### src/rtl/div_ctrl_pkg.sv
// Shared types and constants for the divider sequencing controller.
package div_ctrl_pkg;

  localparam int DATA_W          = 32;
  localparam int DIV_TIMEOUT_DEF = 40;

  typedef enum logic [1:0] {
    DivCtrlIdle  = 2'd0,
    DivCtrlRun   = 2'd1,
    DivCtrlDone  = 2'd2,
    DivCtrlAbort = 2'd3
  } div_ctrl_state_e;

endpackage

### src/rtl/div_ctrl.sv
// Sequences the multi-cycle radix-2 divider for DIV/DIVU in EX: start/annul/sign
// control, pipeline stall, timeout detection and the one-cycle HI/LO write request.
module div_ctrl
  import div_ctrl_pkg::*;
#(
  parameter int unsigned TIMEOUT = DIV_TIMEOUT_DEF
) (
  input  logic                clk,
  input  logic                rst,
  input  logic                div_req_i,
  input  logic                div_signed_i,
  input  logic [DATA_W-1:0]   div_op1_i,
  input  logic [DATA_W-1:0]   div_op2_i,
  input  logic                flush_i,
  input  logic                hold_i,
  output logic                stall_o,
  output logic                hilo_we_o,
  output logic [DATA_W-1:0]   hi_o,
  output logic [DATA_W-1:0]   lo_o,
  output logic                div_start_o,
  output logic                div_annul_o,
  output logic                div_signed_o,
  output logic [DATA_W-1:0]   div_opdata1_o,
  output logic [DATA_W-1:0]   div_opdata2_o,
  input  logic [2*DATA_W-1:0] div_result_i,
  input  logic                div_ready_i,
  output logic                div_err_o
);

  localparam int TMO_W = $clog2(TIMEOUT + 1);

  div_ctrl_state_e  state;
  logic [TMO_W-1:0] tmo_cnt;
  logic             abort_cnt;

  // DONE drops the stall so the instruction retires together with the strobe.
  assign stall_o   = div_req_i && (state != DivCtrlDone) && !flush_i;
  assign hilo_we_o = (state == DivCtrlDone) && !hold_i && !flush_i;

  always_ff @(posedge clk or negedge rst) begin
    if (!rst) begin
      state         <= DivCtrlIdle;
      tmo_cnt       <= '0;
      abort_cnt     <= 1'b0;
      hi_o          <= '0;
      lo_o          <= '0;
      div_start_o   <= 1'b0;
      div_annul_o   <= 1'b0;
      div_signed_o  <= 1'b0;
      div_opdata1_o <= '0;
      div_opdata2_o <= '0;
      div_err_o     <= 1'b0;
    end else begin
      div_err_o <= 1'b0;
      case (state)
        DivCtrlIdle: begin
          if (div_req_i && !flush_i) begin
            div_opdata1_o <= div_op1_i;
            div_opdata2_o <= div_op2_i;
            div_signed_o  <= div_signed_i;
            tmo_cnt       <= '0;
            div_start_o   <= 1'b1;
            state         <= DivCtrlRun;
          end
        end
        DivCtrlRun: begin
          // Operands stay latched: the divider re-reads them for sign fixup.
          if (flush_i) begin
            div_start_o <= 1'b0;
            div_annul_o <= 1'b1;
            abort_cnt   <= 1'b0;
            state       <= DivCtrlAbort;
          end else if (div_ready_i) begin
            hi_o        <= div_result_i[2*DATA_W-1:DATA_W];
            lo_o        <= div_result_i[DATA_W-1:0];
            div_start_o <= 1'b0;
            state       <= DivCtrlDone;
          end else if (tmo_cnt == TMO_W'(TIMEOUT - 1)) begin
            div_err_o   <= 1'b1;
            div_start_o <= 1'b0;
            div_annul_o <= 1'b1;
            abort_cnt   <= 1'b0;
            state       <= DivCtrlAbort;
          end else begin
            tmo_cnt <= tmo_cnt + TMO_W'(1);
          end
        end
        DivCtrlDone: begin
          if (!hold_i || flush_i) begin
            state <= DivCtrlIdle;
          end
        end
        DivCtrlAbort: begin
          // Two annul cycles clear the divider from its on, by-zero or end state.
          if (abort_cnt) begin
            div_annul_o <= 1'b0;
            state       <= DivCtrlIdle;
          end else begin
            abort_cnt <= 1'b1;
          end
        end
        default: begin
          div_start_o <= 1'b0;
          div_annul_o <= 1'b0;
          state       <= DivCtrlIdle;
        end
      endcase
    end
  end

endmodule
### config.mk
export PLATFORM = sky130hd
export DESIGN_NAME = div_ctrl
export DESIGN_NICKNAME = d
export VERILOG_FILES = /design/src/rtl/div_ctrl_pkg.sv /design/src/rtl/div_ctrl.sv
export SDC_FILE = /design/constraint.sdc
export NUM_CORES = 1
export LEC_CHECK = 0
export ABC_CLOCK_PERIOD_IN_PS = 2200
export BUFFER_PORTS_ARGS = -buffer_cell sky130_fd_sc_hd__buf_2
export CAP_MARGIN = 10
export CORE_MARGIN = 3
export CORE_UTILIZATION = 35
export DETAILED_ROUTE_END_ITERATION = 8
export PLACE_DENSITY = 0.61
export SETUP_SLACK_MARGIN = 0.5
export SYNTH_ARGS = -nofsm -noshare
export SYNTH_HDL_FRONTEND = slang
export SYNTH_SLANG_ARGS = --single-unit
### constraint.sdc
create_clock -name clk -period 2.2 [get_ports clk]
set_input_delay 0.11 -clock clk [delete_from_list [all_inputs] [get_ports clk]]
set_output_delay 0.11 -clock clk [all_outputs]
set_load 0.05 [all_outputs]
==> reports/qor.csv, run 1 <==
stage,metric,value,unit
route,drt_wl_total,17.2,mm
route,drc,0,
clock_tree,h-tree-depth,4,
power,leakage,4.79,nW
power,vdd_ir_drop_max,1.10,mV
yosys,synth_top_area_share,64.4,%
sta,rsz0062_at_grt,true,
die,ioPinCount,269,
critical_path,r2r_start,state[1],
critical_path,worstSetupStartpointType,flip-flop,
yosys,async_flop_share,100,%
yosys,yosys_warnings,0,
critical_path,max_stage_delay,0.44,ns
sta,setup_slack,0.514,ns
critical_path,cp_slowest_cell,dfrtp_2,
min_path,holdPathStages,4,
critical_path,worstPathRequired,2.48,ns
global_route,grt_first_pass_wirelength,24.9,mm
clock_tree,cts_buffer_depth,2,
critical_path,path_delay_family,flip-flops,
critical_path,reg2reg_to,lo_o[8],
global_route,grt_max_degree,67,
job,drv_cap,0,
finish,drive_gt1_share,36.6,%
power,clkPwrFrac,19.2,%
place,portBuffers,268,
critical_path,path_buf_inv,2,
yosys,synth_cell_type_count,36,
place,gp_congestion,0.747,
min_path,whs_endpoint,state[1],
finish,syn2layout_area_growth,68.0,%
critical_path,reg2reg_depth,5,
power,switchingPower,7.46,mW
power,p_comb_share,51.1,%
critical_path,end_kind,flip-flop,
power,power,15.0,mW
critical_path,crit_type,flip-flop to flip-flop,
sta,finalSetupViolations,0,
global_route,track_usage,18.8,%
clock_tree,cts_tree,done,
route,viasPerCell,4.50,
sta,setup_tns,0,ns
run_status,status,"complete, no violations",
sta,fin_crit_sh,76.6,%
power,power.internal,7.55,mW
yosys,synth_edf_count,0,
yosys,syn_avg_cell_area,11.5,µm²
critical_path,path_max_fanout,16,
route,antenna_left,0,
power,switching_share,49.7,%
power,p_per_area,1630,nW/µm²
sta,finalMaxSlewViolations,0,
global_route,antenna_found_initial,0,
clock_tree,path_clk_slew,0.06,ns
yosys,yosys-top-cells-area,"dfrtp_1 64%, nand2_1 13%, mux2_1 12%",
sta,hold_violations,0,
yosys,syn-cell-area,5480,µm²
critical_path,crit_arrival,1.97,ns
yosys,yosysSeqAreaShare,64.4,%
yosys,synth_fp_nets,614,
place,dp_slack,0.217,ns
yosys,yosysTopAreaCell,dfrtp_1,
clock_tree,clock_sinks,141,
min_path,hold_start,flush_i,
die,core,15300,µm²
route,vias,4996,
die,die_h,131,µm
critical_path,reg2reg_slack,0.51,ns
route,first_iter_violations,149,
global_route,grt_pass1_vias,5013,
die,die_w,131,µm
die,start_util,35.9,%
place,place_hpwl,10.3,mm
yosys,synth_seq_cells,141,
route,drtPass1Iterations,4,
sta,worst_pin_slew,0.531,ns
critical_path,cp_cell_sequence,nand2b_4 -> nor3b_4 -> buf_12 -> buf_16 -> mux2_1,
sta,relSlewSlack,64.6,%
clock_tree,cts_root_buffer,clkbuf_16,
sta,fin_crit,1.69,ns
clock_tree,insertion_delay,0.41,ns
sta,max_freq,593,MHz
yosys,syn_inst,478,
die,rows,45,
power,power_frac_seq,29.7,%
die,die-area,17200,µm²
min_path,hold_class,primary input to flip-flop,
clock_tree,cts_buffers,17,
finish,insertedDiodeCount,0,
finish,num-nets-final,1023,
route,routedWlPerCell,15.5,µm
global_route,gr-total-overflow,0,
yosys,ys.flop_type,dfrtp_1,
sta,clock-skew-final,0.00811,ns
-- how the worst max path moves through the flow --
stage              from           endpoint  slack [ns]  cells after the start
6_report       state[1]            lo_o[8]        0.51                      5
5_1_grt        state[1]           lo_o[23]        0.48                      5
4_1_cts        state[1]  div_opdata2_o[15]        0.51                      6
3_5_place_dp   state[1]           hi_o[18]        0.22                      4
3_3_place_gp   state[1]           hi_o[28]        0.24                      4
2_1_floorplan  state[1]          hilo_we_o        0.41                      3
-- power groups by stage --
stage | sequential [mW] | combinational, mW | clock, mW
after floorplan | 8.56 | 1.31 | 0
final | 4.46 | 7.67 | 2.88
after detailed placement | 4.48 | 7.29 | 0
after global placement | 4.43 | 7.18 | 0
after global routing | 4.60 | 8.08 | 3.08
after CTS | 4.42 | 7.63 | 2.97
-- what timing repair did --
item / in CTS / in global routing
endpoints found under the setup margin: 132 / 101
endpoints found under the hold margin: 182 / 0
pin swaps: 1 / 1
resized for setup: 12 / 5
setup buffers: 4 / 2
gates cloned: 2 / 2
hold buffers: 131 / 0
-- cell usage after synthesis, types with 2 or more instances --
| master | number |
|---|---|
| a21o_1 | 2 |
| nor4b_2 | 2 |
| nand2_1 | 196 |
| inv_1 | 5 |
| a21oi_1 | 3 |
| dfrtp_1 | 141 |
| o21ai_0 | 5 |
| nor3b_1 | 3 |
| nand3_1 | 5 |
| clkbuf_1 | 9 |
| buf_2 | 16 |
| mux2_1 | 60 |
| mux2_2 | 5 |
| or4b_1 | 2 |
| mux2i_1 | 3 |
-- flip-flops by register name (all words and copies together), names as in the netlist --
name and count:
div_opdata1_o 32, div_opdata2_o 32, hi_o 32, lo_o 32, tmo_cnt 6, state 2
abort_cnt 1, div_annul_o 1, div_err_o 1, div_signed_o 1, div_start_o 1
-- through the flow --
step / util [%] / instances / instance area (µm²) / hold WS (ns)
global placement: 46.5 / 938 / 7090 / 0.105
CTS: 59.9 / 1106 / 9140 / 0.124
finish: 60.3 / 1110 / 9200 / 0.152
global route: 60.3 / 1110 / 9200 / 0.157
detailed placement: 46.5 / 938 / 7090 / 0.113
floorplan: - / 478 / 5490 / -0.186
-- kinds of logic after synthesis --
kind of cell / count (synthesis) / share of synthesized area, %
XOR/XNOR: 1 / 0.160
multiplexers: 68 / 13.9
adder cells (fa/ha/maj): 1 / 0.228
AND/OR/NAND/NOR: 216 / 16.2
AO/OA/AOI/OAI: 20 / 2.49
buffers and inverters: 31 / 2.63
flip-flops: 141 / 64.4
-- per-layer routing --
layer | vias up | global-route usage [%] | share of wire, %
met5 | - | 0 | 0
met2 | 189 | 33.5 | 52
met3 | 23 | 4.98 | 6.9
met4 | 0 | 7.44 | 1.8
li1 | 2376 | - | -
met1 | 2408 | 21.5 | 39
-- cell type report --
cell class	count	area [µm²]
Clock inverter	10	139
Sequential cell	141	3530
Tap cell	211	264
Multi-Input combinational cell	306	1850
Fill cell	1212	6060
Clock buffer	21	460
Timing Repair Buffer	416	2940
Inverter	5	18.8
-- worst reg2reg max path, delay by kind of cell, from the launching register on --
kind,cells,cell delay (ns)
mux,1,0.38
simple gates,2,0.40
flops,1,0.44
buf+inv,2,0.33
-- cell usage in the layout, fill, tap and decap left out, types with 2 or more instances in the layout --
master         synthesis  routed
clkbuf_16              0      19
nand3_1                5       5
buf_6                  1       3
clkinv_2               0       3
a21o_1                 2       2
mux2_2                 5       5
buf_16                 0       3
a21oi_1                3       3
buf_4                  0       8
mux2i_1                3       3
clkbuf_8               0       2
nand2_1              196     196
buf_12                 0       3
o21ai_0                5       5
clkinv_4               0       2
buf_2                 16     265
bufinv_16              0       3
clkbuf_1               9       2
dfrtp_1              141     139
mux2_1                60      60
dlygate4sd3_1          0     131
dfrtp_2                0       2
inv_1                  5       5
Note: power is estimated with default switching activity, not from simulation.
==> run 2, diff against run 1 <==
- ABC_CLOCK_PERIOD_IN_PS: 2200 -> 1400
- PLACE_DENSITY: 0.61 -> 0.63
- clock period: 2.2 -> 1.4 ns (I/O delays scaled with it)
==> reports/qor.csv, run 2 (synthesized netlist as in run 1, its figures left out) <==
stage,metric,value,unit,change
power,power.internal,16.0,mW,+110%
critical_path,worstPathRequired,1.74,ns,-0.74 ns
place,placed_cells,966,,+3.0%
finish,drive_gt1_share,53.8,%,+17 points
critical_path,path_max_fanout,12,,-4
critical_path,reg2reg_to,div_opdata2_o[8],,
global_route,antenna_found_initial,0,,unchanged
power,power,29.5,mW,+97%
place,place_hpwl,11.3,mm,+9.4%
place,place_area,7380,µm²,+4.1%
sta,fin_crit_sh,120,%,+43 points
die,rows,45,,unchanged
sta,setup_tns,-31.60,ns,-31.60 ns
finish,final_util,74.4,%,+14 points
power,p_per_area,2600,nW/µm²,+60%
finish,final_common_cell,nand2_1,,
finish,num-nets-final,1112,,+8.7%
route,vias,5670,,+13%
global_route,grt_max_degree,48,,-28%
route,drt_wl_total,23.4,mm,+36%
run_status,violations,negative setup slack,,
sta,hold_violations,0,,unchanged
clock_tree,clock_sinks,141,,unchanged
clock_tree,cts_tree,done,,
global_route,gr-total-overflow,0,,unchanged
place,portBuffers,268,,unchanged
route,viasPerCell,4.73,,+5.0%
route,drtPass1Iterations,5,,+1
place,gp_congestion,0.776,,+3.9%
min_path,hold_class,primary input to flip-flop,,
critical_path,worstSetupStartpointType,flip-flop,,
die,die_h,131,µm,unchanged
sta,worst_pin_slew,0.454,ns,-0.0764 ns
sta,clock-skew-final,0.00797,ns,-0.000146 ns
die,die_w,131,µm,unchanged
finish,insertedDiodeCount,0,,unchanged
critical_path,r2r_start,state[0],,
finish,num-fill-cells,864,,-29%
route,first_iter_violations,339,,+130%
clock_tree,insertion_delay,0.40,ns,about the same
sta,max_freq,597,MHz,+0.64%
critical_path,startpoint,state[0],,
sta,holdWs,0.103,ns,-0.0483 ns
clock_tree,h-tree-depth,4,,unchanged
power,power_frac_seq,26.0,%,-3.7 points
clock_tree,path_clk_slew,0.06,ns,about the same
job,drv_cap,0,,unchanged
power,vdd_ir_drop_max,1.42,mV,+29%
global_route,track_usage,21.3,%,+2.5 points
finish,syn2layout_area_growth,107,%,
finish,regArea,3530,µm²,about the same
run_status,status,"finished, violations left",,
sta,rsz0062_at_grt,true,,
finish,multi_input_area,2340,µm²,+27%
power,switchingPower,13.5,mW,+81%
die,start_util,35.9,%,unchanged
sta,setup_slack,-0.275,ns,-0.789 ns
global_route,grt_pass1_vias,5696,,+14%
route,drc,0,,unchanged
power,p_comb_share,58.9,%,+7.8 points
clock_tree,cts_root_buffer,clkbuf_16,,
finish,final_cell_mix,"150 x nand2_1, 147 x buf_6, 141 x dfrtp_1",,
power,leakage,5.81,nW,+21%
sta,finalMaxSlewViolations,0,,unchanged
place,dp_slack,-0.362,ns,-0.579 ns
critical_path,crit_arrival,2.01,ns,+0.04 ns
finish,final_cell_area,11400,µm²,+23%
power,switching_share,45.8,%,-3.9 points
global_route,grt_first_pass_wirelength,28.5,mm,+15%
finish,instances_no_fill,1200,,+8.1%
die,die-area,17200,µm²,unchanged
sta,relSlewSlack,69.7,%,+5.1 points
clock_tree,cts_buffers,17,,unchanged
route,antenna_left,0,,unchanged
die,core,15300,µm²,unchanged
critical_path,reg2reg_depth,8,,+3
critical_path,reg2reg_slack,-0.28,ns,-0.79 ns
sta,fin_crit,1.68,ns,-0.0107 ns
route,routedWlPerCell,19.5,µm,+26%
critical_path,end_kind,flip-flop,,
clock_tree,cts_buffer_depth,2,,unchanged
critical_path,critPathCapture,div_opdata2_o[8],,
sta,finalSetupViolations,143,,+143
die,ioPinCount,269,,unchanged
critical_path,crit_type,flip-flop to flip-flop,,
power,clkPwrFrac,15.1,%,-4.1 points
-- run 2: cell types whose count changed in the layout (fill, tap and decap cells not counted), moves of 7 or more --
cell	before	now
mux2_4	0	65
nand2_4	0	13
buf_6	3	147
buf_4	8	74
nand2_2	0	33
buf_12	3	10
buf_2	265	133
nand2_1	196	150
mux2_1	60	0
-- run 2: worst min path at each step --
stage / from / slack [ns] / cells past startpoint / endpoint
3_5_place_dp: rst / 0.04 / 1 / div_opdata2_o[23]
3_3_place_gp: rst / 0.04 / 1 / div_opdata2_o[10]
5_1_grt: div_ready_i / 0.11 / 3 / div_err_o
6_report: div_ready_i / 0.10 / 3 / abort_cnt
2_1_floorplan: rst / -0.23 / 0 / abort_cnt
4_1_cts: div_ready_i / 0.06 / 3 / abort_cnt
-- run 2: critical path, stage by stage (launching register included) --
cell and delay, ns:
dfrtp_1 0.41, buf_6 0.14, buf_6 0.13, buf_6 0.11, nor4b_4 0.26, buf_6 0.23
clkbuf_16 0.19, nand2_1 0.08, nand2_1 0.06
-- run 2: area by class of cell --
cell class,instances,area share (%)
clock buffer,19,3.90
clock inverter,13,1.25
inverter,5,0.165
multi-input combinational,306,20.7
sequential,141,31.1
tap,211,2.33
timing repair buffer,505,40.6
-- run 2: what timing repair did --
item / CTS / global route
pin swaps: 27 / 17
hold buffers: 131 / 0
endpoints found under the setup margin: 275 / 275
hold endpoints to repair: 271 / 0
resized for setup: 261 / 209
gates cloned: 1 / 7
buffers inserted: 18 / 45
-- run 2: layer usage --
metal  vias up  wire length, µm  track usage, %
met2       317            12000            37.8
met1      2748             8840            24.2
met4         0              706            8.17
li1       2548                -               -
met5         -                0               0
met3        57             1930            6.16
-- run 2: power groups by stage --
stage | sequential (mW) | combinational (mW) | clock, mW
after floorplan | 13.5 | 2.19 | 0
after global routing | 7.83 | 18.0 | 4.71
after global placement | 6.91 | 11.6 | 0
after CTS | 7.29 | 14.5 | 4.50
final | 7.68 | 17.4 | 4.46
after detailed placement | 6.99 | 11.8 | 0
==> run 3, diff against run 2 <==
- CORE_ASPECT_RATIO: not set -> 0.6
==> reports/qor.csv, run 3 (synthesized netlist as in run 1, its figures left out) <==
stage,metric,value,unit,change
critical_path,reg2reg_slack,-0.33,ns,-0.05 ns
critical_path,crit_arrival,2.02,ns,about the same
place,portBuffers,268,,unchanged
sta,fin_crit,1.73,ns,+0.0519 ns
power,power,31.7,mW,+7.4%
critical_path,max_stage_delay,0.62,ns,+0.21 ns
global_route,grt_pass1_vias,6168,,+8.3%
power,p_per_area,2650,nW/µm²,+1.9%
power,clkPwrFrac,14.5,%,-0.6 points
critical_path,crit_type,flip-flop to flip-flop,,
route,viasPerCell,4.97,,+5.1%
finish,final_cell_mix,"141 x buf_6, 138 x dfrtp_1, 133 x buf_2",,
critical_path,path_buf_inv,3,,-2
route,drt_wl_total,27.0,mm,+15%
critical_path,path_delay_family,simple AND/OR/NAND/NOR gates,,
critical_path,end_kind,flip-flop,,
route,vias,6070,,+7.1%
sta,setup_slack,-0.327,ns,-0.0519 ns
critical_path,reg2reg_to,div_opdata1_o[24],,
clock_tree,h-tree-depth,4,,unchanged
place,dp_slack,-0.397,ns,-0.0357 ns
critical_path,worstPathRequired,1.70,ns,-0.04 ns
power,switchingPower,14.7,mW,+8.7%
finish,insertedDiodeCount,0,,unchanged
clock_tree,cts_buffer_depth,2,,unchanged
critical_path,cp_cell_sequence,or4b_4 -> buf_12 -> buf_12 -> buf_16 -> nand2_4 -> nand2_2,,
clock_tree,path_clk_slew,0.07,ns,about the same
finish,final_common_cell,buf_6,,
sta,hold_violations,0,,unchanged
route,first_iter_violations,375,,+11%
clock_tree,cts_tree,done,,
sta,worst_pin_slew,0.349,ns,-0.105 ns
critical_path,cpMostUsedCell,buf_12,,
global_route,grt_max_degree,46,,-4.2%
clock_tree,clock_sinks,141,,unchanged
place,gp_congestion,0.872,,+12%
sta,rsz0062_at_grt,true,,
run_status,status,"finished, violations left",,
global_route,antenna_found_initial,0,,unchanged
die,die_h,103,µm,-22%
global_route,gr-total-overflow,0,,unchanged
run_status,violations,negative setup slack,,
route,routedWlPerCell,22.1,µm,+13%
sta,max_freq,579,MHz,-3.0%
sta,finalSetupViolations,138,,-3.5%
finish,num-nets-final,1147,,+3.1%
place,place_area,7330,µm²,-0.63%
route,antenna_left,0,,unchanged
critical_path,reg2reg_depth,6,,-2
finish,drive_gt1_share,59.3,%,+5.5 points
place,place_hpwl,11.3,mm,+0.78%
job,drv_cap,0,,unchanged
power,power.internal,17.0,mW,+6.3%
power,leakage,6.01,nW,+3.4%
clock_tree,cts_root_buffer,clkbuf_16,,
power,p_comb_share,60.8,%,+1.9 points
die,start_util,36.8,%,+0.89 points
global_route,grt_first_pass_wirelength,34.6,mm,+21%
clock_tree,cts_buffers,17,,unchanged
sta,finalMaxSlewViolations,0,,unchanged
power,switching_share,46.4,%,+0.56 points
sta,clock-skew-final,0.0125,ns,+0.00452 ns
finish,num-fill-cells,719,,-17%
route,drc,0,,unchanged
critical_path,r2r_start,state[1],,
route,drtPass1Iterations,5,,unchanged
critical_path,worstSetupStartpointType,flip-flop,,
sta,fin_crit_sh,123,%,+3.7 points
finish,final_cell_area,12000,µm²,+5.3%
die,rows,34,,-24%
die,core,14900,µm²,-2.4%
die,ioPinCount,269,,unchanged
die,die-area,17200,µm²,+0.29%
power,vdd_ir_drop_max,2.65,mV,+86%
power,power_frac_seq,24.7,%,-1.3 points
global_route,track_usage,26.2,%,+4.9 points
clock_tree,insertion_delay,0.41,ns,about the same
sta,relSlewSlack,76.7,%,+7.0 points
min_path,hold_class,primary input to async pin,,
critical_path,path_max_fanout,7,,-5
die,die_w,167,µm,+28%
finish,syn2layout_area_growth,118,%,
critical_path,cp_slowest_cell,or4b_4,,
## run 3: worst max path at each step
stage                              endpoint  slack, ns  startpoint  cells past startpoint
after global placement    div_opdata2_o[11]      -0.33    state[1]                      4
after CTS                 div_opdata2_o[29]      -0.26    state[1]                      6
after global routing      div_opdata1_o[31]      -0.36    state[1]                      6
after detailed placement   div_opdata1_o[5]      -0.40    state[1]                      4
after floorplan                  tmo_cnt[3]      -0.15    state[1]                      4
final                     div_opdata1_o[24]      -0.33    state[1]                      6
## run 3: worst reg2reg max path, cell delays in order, from the launching register on
cell and delay, ns:
dfrtp_1 0.42, or4b_4 0.62, buf_12 0.18, buf_12 0.12, buf_16 0.14, nand2_4 0.07, nand2_2 0.06
## run 3: per-stage QoR
stage	util (%)	TNS, ns	std cells	hold slack, ns
finish	80.3	-30.47	1222	0.0878
global route	80.3	-35.44	1222	0.101
CTS	72.4	-24.16	1160	0.0630
detailed placement	49.3	-37.29	949	-0.0417
global placement	49.3	-31.20	949	-0.0425
floorplan	-	-10.99	478	-0.226
## run 3: cell type report
type                       count  area [µm²]  area share (%)
timing repair buffer         540        5000            41.8
sequential                   141        3530            29.5
multi-input combinational    306        2560            21.4
clock buffer                  19         443            3.70
tap                          198         248            2.07
clock inverter                13         158            1.32
inverter                       5        18.8           0.157
## run 3: per-layer routing
| metal | GRT usage (%) | routed length (µm) |
|---|---|---|
| met5 | 0 | 0 |
| met3 | 7.89 | 2120 |
| met2 | 45.8 | 13600 |
| met1 | 31.5 | 10400 |
| met4 | 9.24 | 826 |
## run 3: what timing repair did
action,4_1_cts,5_1_grt
hold buffers,131,0
endpoints found under the setup margin,275,275
endpoints found under the hold margin,271,0
pin swaps,76,43
gates resized for setup,307,230
buffers inserted,39,58
gates cloned,9,4
## run 3: power by group through the flow
| stage | Sequential, mW | Combinational, mW | Clock (mW) |
|---|---|---|---|
| 2_1_floorplan | 13.5 | 2.19 | 0 |
| 3_3_place_gp | 6.94 | 11.7 | 0 |
| 3_5_place_dp | 7.00 | 11.8 | 0 |
| 4_1_cts | 7.38 | 15.7 | 4.66 |
| 5_1_grt | 7.95 | 19.8 | 4.83 |
| 6_report | 7.83 | 19.3 | 4.60 |
